==> src/rtl/mux_tree_pipe_pkg.sv <==
// rtl/mux_tree_pipe_pkg.sv - shared sizing helpers for the pipelined mux tree
// Purpose: tree geometry helpers used by mux_tree_pipe and its testbench.
//   All levels of the tree live back to back in one flat word bus:
//   level 0 is the N input words, level k is the output of stage k-1,
//   and the last level is the single selected word.
// Ports: none (package).
package mux_tree_pipe_pkg;

  // Number of tree inputs, N = 2**log2n.
  function automatic int unsigned tree_inputs(input int unsigned log2n);
    return 32'd1 << log2n;
  endfunction

  // Number of words held by stage k (the output of the k-th halving step).
  function automatic int unsigned stage_words(input int unsigned log2n, input int unsigned k);
    return (32'd1 << log2n) >> (k + 32'd1);
  endfunction

  // Word offset of level k in the flat level bus.
  // The levels have sizes N, N/2, ..., 1, so level k starts at 2N - 2*(N>>k).
  function automatic int unsigned level_offset(input int unsigned log2n, input int unsigned k);
    return (32'd2 << log2n) - (((32'd1 << log2n) >> k) << 1);
  endfunction

endpackage

==> src/rtl/mux_tree_pipe_mux2_stage.sv <==
// rtl/mux_tree_pipe_mux2_stage.sv - one registered halving level of the mux tree
// Purpose: selects between each adjacent word pair of a WORDS_IN*W bus with
//   one select bit and registers the WORDS_IN/2 result words plus a valid bit.
//   The register loads only when en_i is high; otherwise everything holds.
// Ports:
//   clk      in   1                   rising-edge clock
//   reset    in   1                   synchronous active-high reset
//   en_i     in   1                   load enable (pipeline advance)
//   valid_i  in   1                   valid bit travelling with data_i
//   sel_i    in   1                   picks odd (1) or even (0) word of each pair
//   data_i   in   WORDS_IN*W          input words, word i at [i*W +: W]
//   valid_o  out  1                   registered valid
//   data_o   out  (WORDS_IN/2)*W      registered result words
module mux2_stage #(
  parameter int W        = 8,
  parameter int WORDS_IN = 2
) (
  input  logic                        clk,
  input  logic                        reset,
  input  logic                        en_i,
  input  logic                        valid_i,
  input  logic                        sel_i,
  input  logic [WORDS_IN*W-1:0]       data_i,
  output logic                        valid_o,
  output logic [(WORDS_IN/2)*W-1:0]   data_o
);

  localparam int WORDS_OUT = WORDS_IN / 2;

  logic [WORDS_OUT*W-1:0] data_d;
  logic [WORDS_OUT*W-1:0] data_q;
  logic                   valid_q;

  // Pure per-pair select: an unselected word never reaches the result,
  // so X on unused inputs cannot leak through once sel_i is known.
  always_comb begin
    data_d = '0;
    for (int j = 0; j < WORDS_OUT; j++) begin
      data_d[j*W +: W] = sel_i ? data_i[(2*j+1)*W +: W] : data_i[(2*j)*W +: W];
    end
  end

  always_ff @(posedge clk) begin
    if (reset) begin
      valid_q <= 1'b0;
      data_q  <= '0;
    end else if (en_i) begin
      valid_q <= valid_i;
      data_q  <= data_d;
    end
  end

  assign valid_o = valid_q;
  assign data_o  = data_q;

endmodule

==> src/rtl/mux_tree_pipe.sv <==
// rtl/mux_tree_pipe.sv - pipelined N:1 word multiplexer tree with valid/ready
// Purpose: forwards word in_sel of the N = 2**LOG2N input words after LOG2N
//   register stages. Stage k resolves select bit k (LSB first). The whole
//   pipe advances together whenever the output slot is empty or consumed.
// Ports:
//   clk        in   1        rising-edge clock
//   reset      in   1        synchronous active-high reset
//   in_valid   in   1        in_data/in_sel offered
//   in_ready   out  1        input accepted this cycle
//   in_sel     in   LOG2N    index of the word to forward
//   in_data    in   N*W      word i at in_data[i*W +: W]
//   out_valid  out  1        out_data/out_sel hold a result
//   out_ready  in   1        downstream consumes the result
//   out_data   out  W        selected word
//   out_sel    out  LOG2N    in_sel that produced out_data
module mux_tree_pipe
  import mux_tree_pipe_pkg::*;
#(
  parameter int W     = 8,
  parameter int LOG2N = 3
) (
  input  logic                            clk,
  input  logic                            reset,
  input  logic                            in_valid,
  output logic                            in_ready,
  input  logic [LOG2N-1:0]                in_sel,
  input  logic [(W << LOG2N)-1:0]         in_data,
  output logic                            out_valid,
  input  logic                            out_ready,
  output logic [W-1:0]                    out_data,
  output logic [LOG2N-1:0]                out_sel
);

  localparam int N           = int'(tree_inputs(LOG2N));
  localparam int TOTAL_WORDS = 2 * N - 1;

  // Every tree level, input included, packed back to back.
  logic [TOTAL_WORDS*W-1:0] lvl_data;
  logic                     lvl_valid [LOG2N+1];

  // Full original select carried alongside each stage; stage k still needs
  // bits [LOG2N-1:k+1] and the last copy becomes out_sel.
  logic [LOG2N-1:0]         sel_q [LOG2N];

  logic                     adv;

  // A single advance for the whole pipe: no bubble squeezing.
  assign adv      = !out_valid || out_ready;
  assign in_ready = adv;

  assign lvl_data[0 +: N*W] = in_data;
  assign lvl_valid[0]       = in_valid;

  always_ff @(posedge clk) begin
    if (reset) begin
      for (int k = 0; k < LOG2N; k++) begin
        sel_q[k] <= '0;
      end
    end else if (adv) begin
      sel_q[0] <= in_sel;
      for (int k = 1; k < LOG2N; k++) begin
        sel_q[k] <= sel_q[k-1];
      end
    end
  end

  for (genvar k = 0; k < LOG2N; k++) begin : g_stage
    localparam int WORDS_IN = N >> k;
    localparam int IN_OFF   = int'(level_offset(LOG2N, k)) * W;
    localparam int OUT_OFF  = int'(level_offset(LOG2N, k + 1)) * W;

    logic stage_sel;

    // Stage 0 resolves bit 0 straight from the input; later stages take
    // their bit from the select registered by the previous stage.
    if (k == 0) begin : g_first
      assign stage_sel = in_sel[0];
    end else begin : g_later
      assign stage_sel = sel_q[k-1][k];
    end

    mux2_stage #(
      .W        (W),
      .WORDS_IN (WORDS_IN)
    ) u_stage (
      .clk     (clk),
      .reset   (reset),
      .en_i    (adv),
      .valid_i (lvl_valid[k]),
      .sel_i   (stage_sel),
      .data_i  (lvl_data[IN_OFF +: WORDS_IN*W]),
      .valid_o (lvl_valid[k+1]),
      .data_o  (lvl_data[OUT_OFF +: (WORDS_IN/2)*W])
    );
  end

  assign out_valid = lvl_valid[LOG2N];
  assign out_data  = lvl_data[(TOTAL_WORDS-1)*W +: W];
  assign out_sel   = sel_q[LOG2N-1];

endmodule
==> config.mk <==
export PLATFORM = sky130hd
export DESIGN_NAME = mux_tree_pipe
export DESIGN_NICKNAME = d
export VERILOG_FILES = /design/src/rtl/mux_tree_pipe_pkg.sv /design/src/rtl/mux_tree_pipe_mux2_stage.sv /design/src/rtl/mux_tree_pipe.sv
export SDC_FILE = /design/constraint.sdc
export NUM_CORES = 1
export LEC_CHECK = 0
export ABC_AREA = 1
export CORE_MARGIN = 10
export CORE_UTILIZATION = 55
export CTS_CLUSTER_SIZE = 28
export DETAILED_ROUTE_END_ITERATION = 10
export DONT_BUFFER_PORTS = 1
export PLACE_DENSITY = 0.68
export SETUP_SLACK_MARGIN = 0.1
export SLEW_MARGIN = 40
export SYNTH_ARGS = -nofsm -noshare
export SYNTH_HDL_FRONTEND = slang
export SYNTH_SLANG_ARGS = --single-unit
==> constraint.sdc <==
create_clock -name clk -period 1.4 [get_ports clk]
set_input_delay 0.35 -clock clk [delete_from_list [all_inputs] [get_ports clk]]
set_output_delay 0.35 -clock clk [all_outputs]
set_load 0.1 [all_outputs]
After elaboration in Yosys (flattened, before gate mapping)
Memory sizes are Yosys's and may differ from the RTL's.
Cells that the tools add are included.
W data, S select, Z words.
{ "totals": {"regBits": 59, "ram_bits": 9, "memories": 1} }
{ "memory_table": {"columns": ["memory", "words", "word_bits", "read_ports", "rd_clocked_by_memory_dff", "write_ports", "line_no", "rtl"], "rows": [
  ["sel_q", 3, 3, 3, 0, 3, "mux_tree_pipe.sv:43", "logic [LOG2N-1:0] sel_q [LOG2N];"]
]} }
{ "op_classes": {"mux": 15, "bitwise_logic": 3, "n_reduce_logical": 2} }
{ "op_table": {"columns": ["op", "count"], "rows": [
  ["$mux W8", 7],
  ["$mux W3", 3],
  ["$mux W1", 5],
  ["$or A1 B1 Y1", 3],
  ["$logic_not A1 Y1", 1],
  ["$logic_or A1 B1 Y1", 1]
]} }

Longest topological paths before layout
{ "logic_depth": {"depth_word": 6, "depth_mapped": 7} }

By module
From an unflattened synthesis, not the netlist that was laid out.
{ "hier_totals": {"hier_cells": 532, "hier_area_um2": 3444.6} }
{ "by_module_without_submodules": {"columns": ["mod", "n_inst", "cells_each", "area_per_inst_um2", "seq_area_each_um2"], "rows": [
  ["mux2_stage (g_stage[0].u_stage)", 1, 280, 1667.8, 660.6],
  ["mux2_stage (g_stage[1].u_stage)", 1, 143, 914.6, 340.3],
  ["mux2_stage (g_stage[2].u_stage)", 1, 74, 471.7, 180.2],
  ["mux_tree_pipe", 1, 35, 390.4, 270.3]
]} }

Worst setup path before layout
OpenSTA, ideal clock, no wires.
{ "synth_timing": {"path_kind": "reg2reg", "startpoint": "reg g_stage[2].u_stage.valid_q", "endpoint": "reg g_stage[0].u_stage.data_q[13]", "setup_ns": 0.058, "arrival_ns": 2.256, "slack_ns": -0.914, "path_stages_with_launch": 7, "n_path_buf": 2, "synth_period_minus_slack_ns": 2.314, "cell_sequence": "dfxtp_1 > nand2_2 > nor2_2 > buf_4 > buf_4 > nand2_1 > nand2_1"} }
{ "synth_via": {"elab_chain_cells": 2} }
{ "synth_lines": {"columns": ["element", "line_no", "rtl"], "rows": [
  ["start, declared", "mux_tree_pipe_mux2_stage.sv:32", "logic valid_q;"],
  ["start signal, assigned", "mux_tree_pipe_mux2_stage.sv:48", "valid_q <= valid_i;"],
  ["$logic_not A1 Y1", "mux_tree_pipe.sv:48", "assign adv = !out_valid || out_ready;"],
  ["$logic_or A1 B1 Y1", "mux_tree_pipe.sv:48", null],
  ["named net in_ready", "mux_tree_pipe.sv:25", "output logic in_ready,"],
  ["end signal, assigned", "mux_tree_pipe_mux2_stage.sv:49", "data_q <= data_d;"],
  ["end, declared", "mux_tree_pipe_mux2_stage.sv:31", "logic [WORDS_OUT*W-1:0] data_q;"]
]} }
The timed path passes the listed nets, and every way through them passes these cells.
A chain may end at the register's enable or synchronous reset.

Worst setup path in the final report
{ "layout_timing": {"startpoint": "reg g_stage[2].u_stage.valid_q", "endpoint": "out in_ready"} }
{ "layout_via": {"elab_chain_cells": 2} }
{ "layout_lines": {"columns": ["element", "line_no"], "rows": [
  ["$logic_not A1 Y1", "mux_tree_pipe.sv:48"],
  ["$logic_or A1 B1 Y1", "mux_tree_pipe.sv:48"],
  ["end, declared", "mux_tree_pipe.sv:25"]
]} }
No other way between the ends.

==> out/qor.yml <==
status: "completed"
async_reset_ff_share_pct: 0
post-route-period-util_pct: 94.0
grt_pass1_wl_um: 11500
ios: 84
relSlewSlack_pct: 66.4
path_clk_slew_ns: 0.07
die-area_um2: 8790
totalWireLength_um: 6550
num_antenna_cells: 0
cp.arrival_ns: 0.97
synth.most_common_cell: "nand2_1"
cts_max_level: 3
cts_buffers: 9
ant_nets: 0
place_hpwl_um: 4600
grt_max_degree: 58
fin_crit_ns: 1.32
ys_top_cells_by_area: "nand2_1 (42%), dfxtp_1 (39%), edfxtp_1 (9.0%)"
clockBufferDepth: 2
via_per_inst: 4.71
ys_seq_elements: 68
nFillCells: 488
grt-ovfl-total: 0
end_kind: "output pin"
drive_above_1_share_pct: 9.11
ff2ff_setup_slack_ns: 0.17
finalSetupTns_ns: 0
synth_ff_type: "dfxtp_1"
route.detailed.drc: 0
place_congestion: 0.749
worst_ep_required_time_ns: 1.05
cts-root-buf: "clkbuf_8"
antenna_found_initial: 0
ys_seq_area_share_pct: 48.5
rsz0062_at_grt: "yes"
clock_latency_ns: 0.34
synth_top_area_cell: "nand2_1"
crit_chain: "nand2_8, buf_12"
grt_usage_pct: 16.0
cts_tree: "done"
initial_core_util_pct: 57.5
synth_area_um2: 2990
synth_edf_count: 9
worst_slew_pin_slew_ns: 0.503
critical-path-top-delay-family: "flip-flops"
port_buffers: 0
crit_fanout: 4
fin_nets: 538
synth_top_area_share_pct: 42.4
holdBufCountCts: 0
timing.critical_path.buf_inv: 1
die_h_um: 93.7
vias: 2555
area_growth_pct: 14.7
avgRoutedWirePerCell_um: 12.1
fin_skew_ns: 0.00680
timing.final.ws_setup_ns: 0.0843
grt_pass1_vias: 2621
fp-row-count: 26
max_clock_freq_mhz: 760
drv_slew: 0
setup_viol: 0
ys_warn_count: 0
vdd_drop_max_v: 0.000577
drt_first_pass_iters: 4
cp_slowest_cell: "dfxtp_4"
powerDensity_nw_per_um2: 1200
cap_violations: 0
crit_type: "reg2out"
finalHoldViolCount: 0
dp_slack_ns: 0.172
p_leak_nw: 1.85
hp-class: "in2reg"
die_w_um: 93.7
synth_common_cells: "nand2_1 (338), dfxtp_1 (59), buf_2 (14)"
synthDistinctLibCells: 16
syn_area_per_cell_um2: 6.47
crit_path_max_incr_delay_ns: 0.39
core_um2: 5200
stdcell_count: 542
placed_cells: 524
cp-start-kind: "flip-flop"
first_iter_violations: 156
cts_sinks: 68
synth_cells: 462
syn-num-nets: 533
fin_hold_ws_ns: 0.0703
==> report_power, final <==
part / switching [W] / internal [W]
combinational: 0.000327 / 0.000161
sequential: 0.0000625 / 0.00209
clock: 0.000678 / 0.000783
total: 0.00107 / 0.00304
==> repair_timing <==
action	in CTS	in global routing
hold endpoints to repair	0	0
resized for setup	8	4
pin swaps	1	0
setup endpoints to repair	5	6
setup buffers	2	0
==> logic make-up after synthesis <==
family                 count (synthesis)  synth area share, %
AO/OA/AOI/OAI                          3                0.502
buffers and inverters                 39                 6.49
flip-flops                            68                 48.5
AND/OR/NAND/NOR                      352                 44.5
==> stage by stage <==
| stage | total power (W) | utilization (%) | area (µm²) |
|---|---|---|---|
| final | 0.00411 | 65.9 | 3430 |
| after global routing | 0.00431 | 65.9 | 3430 |
| after CTS | 0.00413 | 65.7 | 3420 |
| after detailed placement | 0.00268 | 61.3 | 3190 |
| after global placement | 0.00267 | 61.3 | 3190 |
| after floorplan | 0.00258 | - | 3010 |
==> area by class of cell <==
type	instances	area (µm²)	area share (%)
clock buffer	14	173	5.03
clock inverter	2	10.0	0.292
inverter	13	48.8	1.42
multi-input combinational	355	1380	40.1
sequential	68	1460	42.5
tap	70	87.6	2.55
timing repair buffer	20	280	8.17
==> state kept, by name, indices dropped and copies added (netlist names) <==
register / flops
g_stage.u_stage.valid_o: 3
sel_q: 9
g_stage.u_stage.data_o: 56
==> per-layer routing <==
metal / vias to the layer above / GRT usage, % / routed length [µm]
met3: 10 / 5.44 / 535
met2: 93 / 24.4 / 2760
met1: 1067 / 19.9 / 3160
met4: 0 / 7.09 / 99
met5: - / 0 / 0
li1: 1385 / - / -
==> cells in the final DEF (no fill, tap or decap), drive strengths merged <==
cell type,n
a21oi,2
buf,20
clkbuf,14
clkinv,3
dfxtp,59
edfxtp,9
inv,12
nand2,339
nand3,3
nor2,10
o21ai,1
==> worst paths after layout <==
check,startpoint,endpoint,cells after the start
worst max-delay path,g_stage[2].u_stage.valid_o,in_ready,2
worst min-delay path,reset,g_stage[2].u_stage.valid_o,1
worst max register to register,g_stage[2].u_stage.valid_o,sel_q[0][1],2
worst min register to register,g_stage[1].u_stage.data_o[0],g_stage[1].u_stage.data_o[0],2
Note: power is estimated with default switching activity, not from simulation.
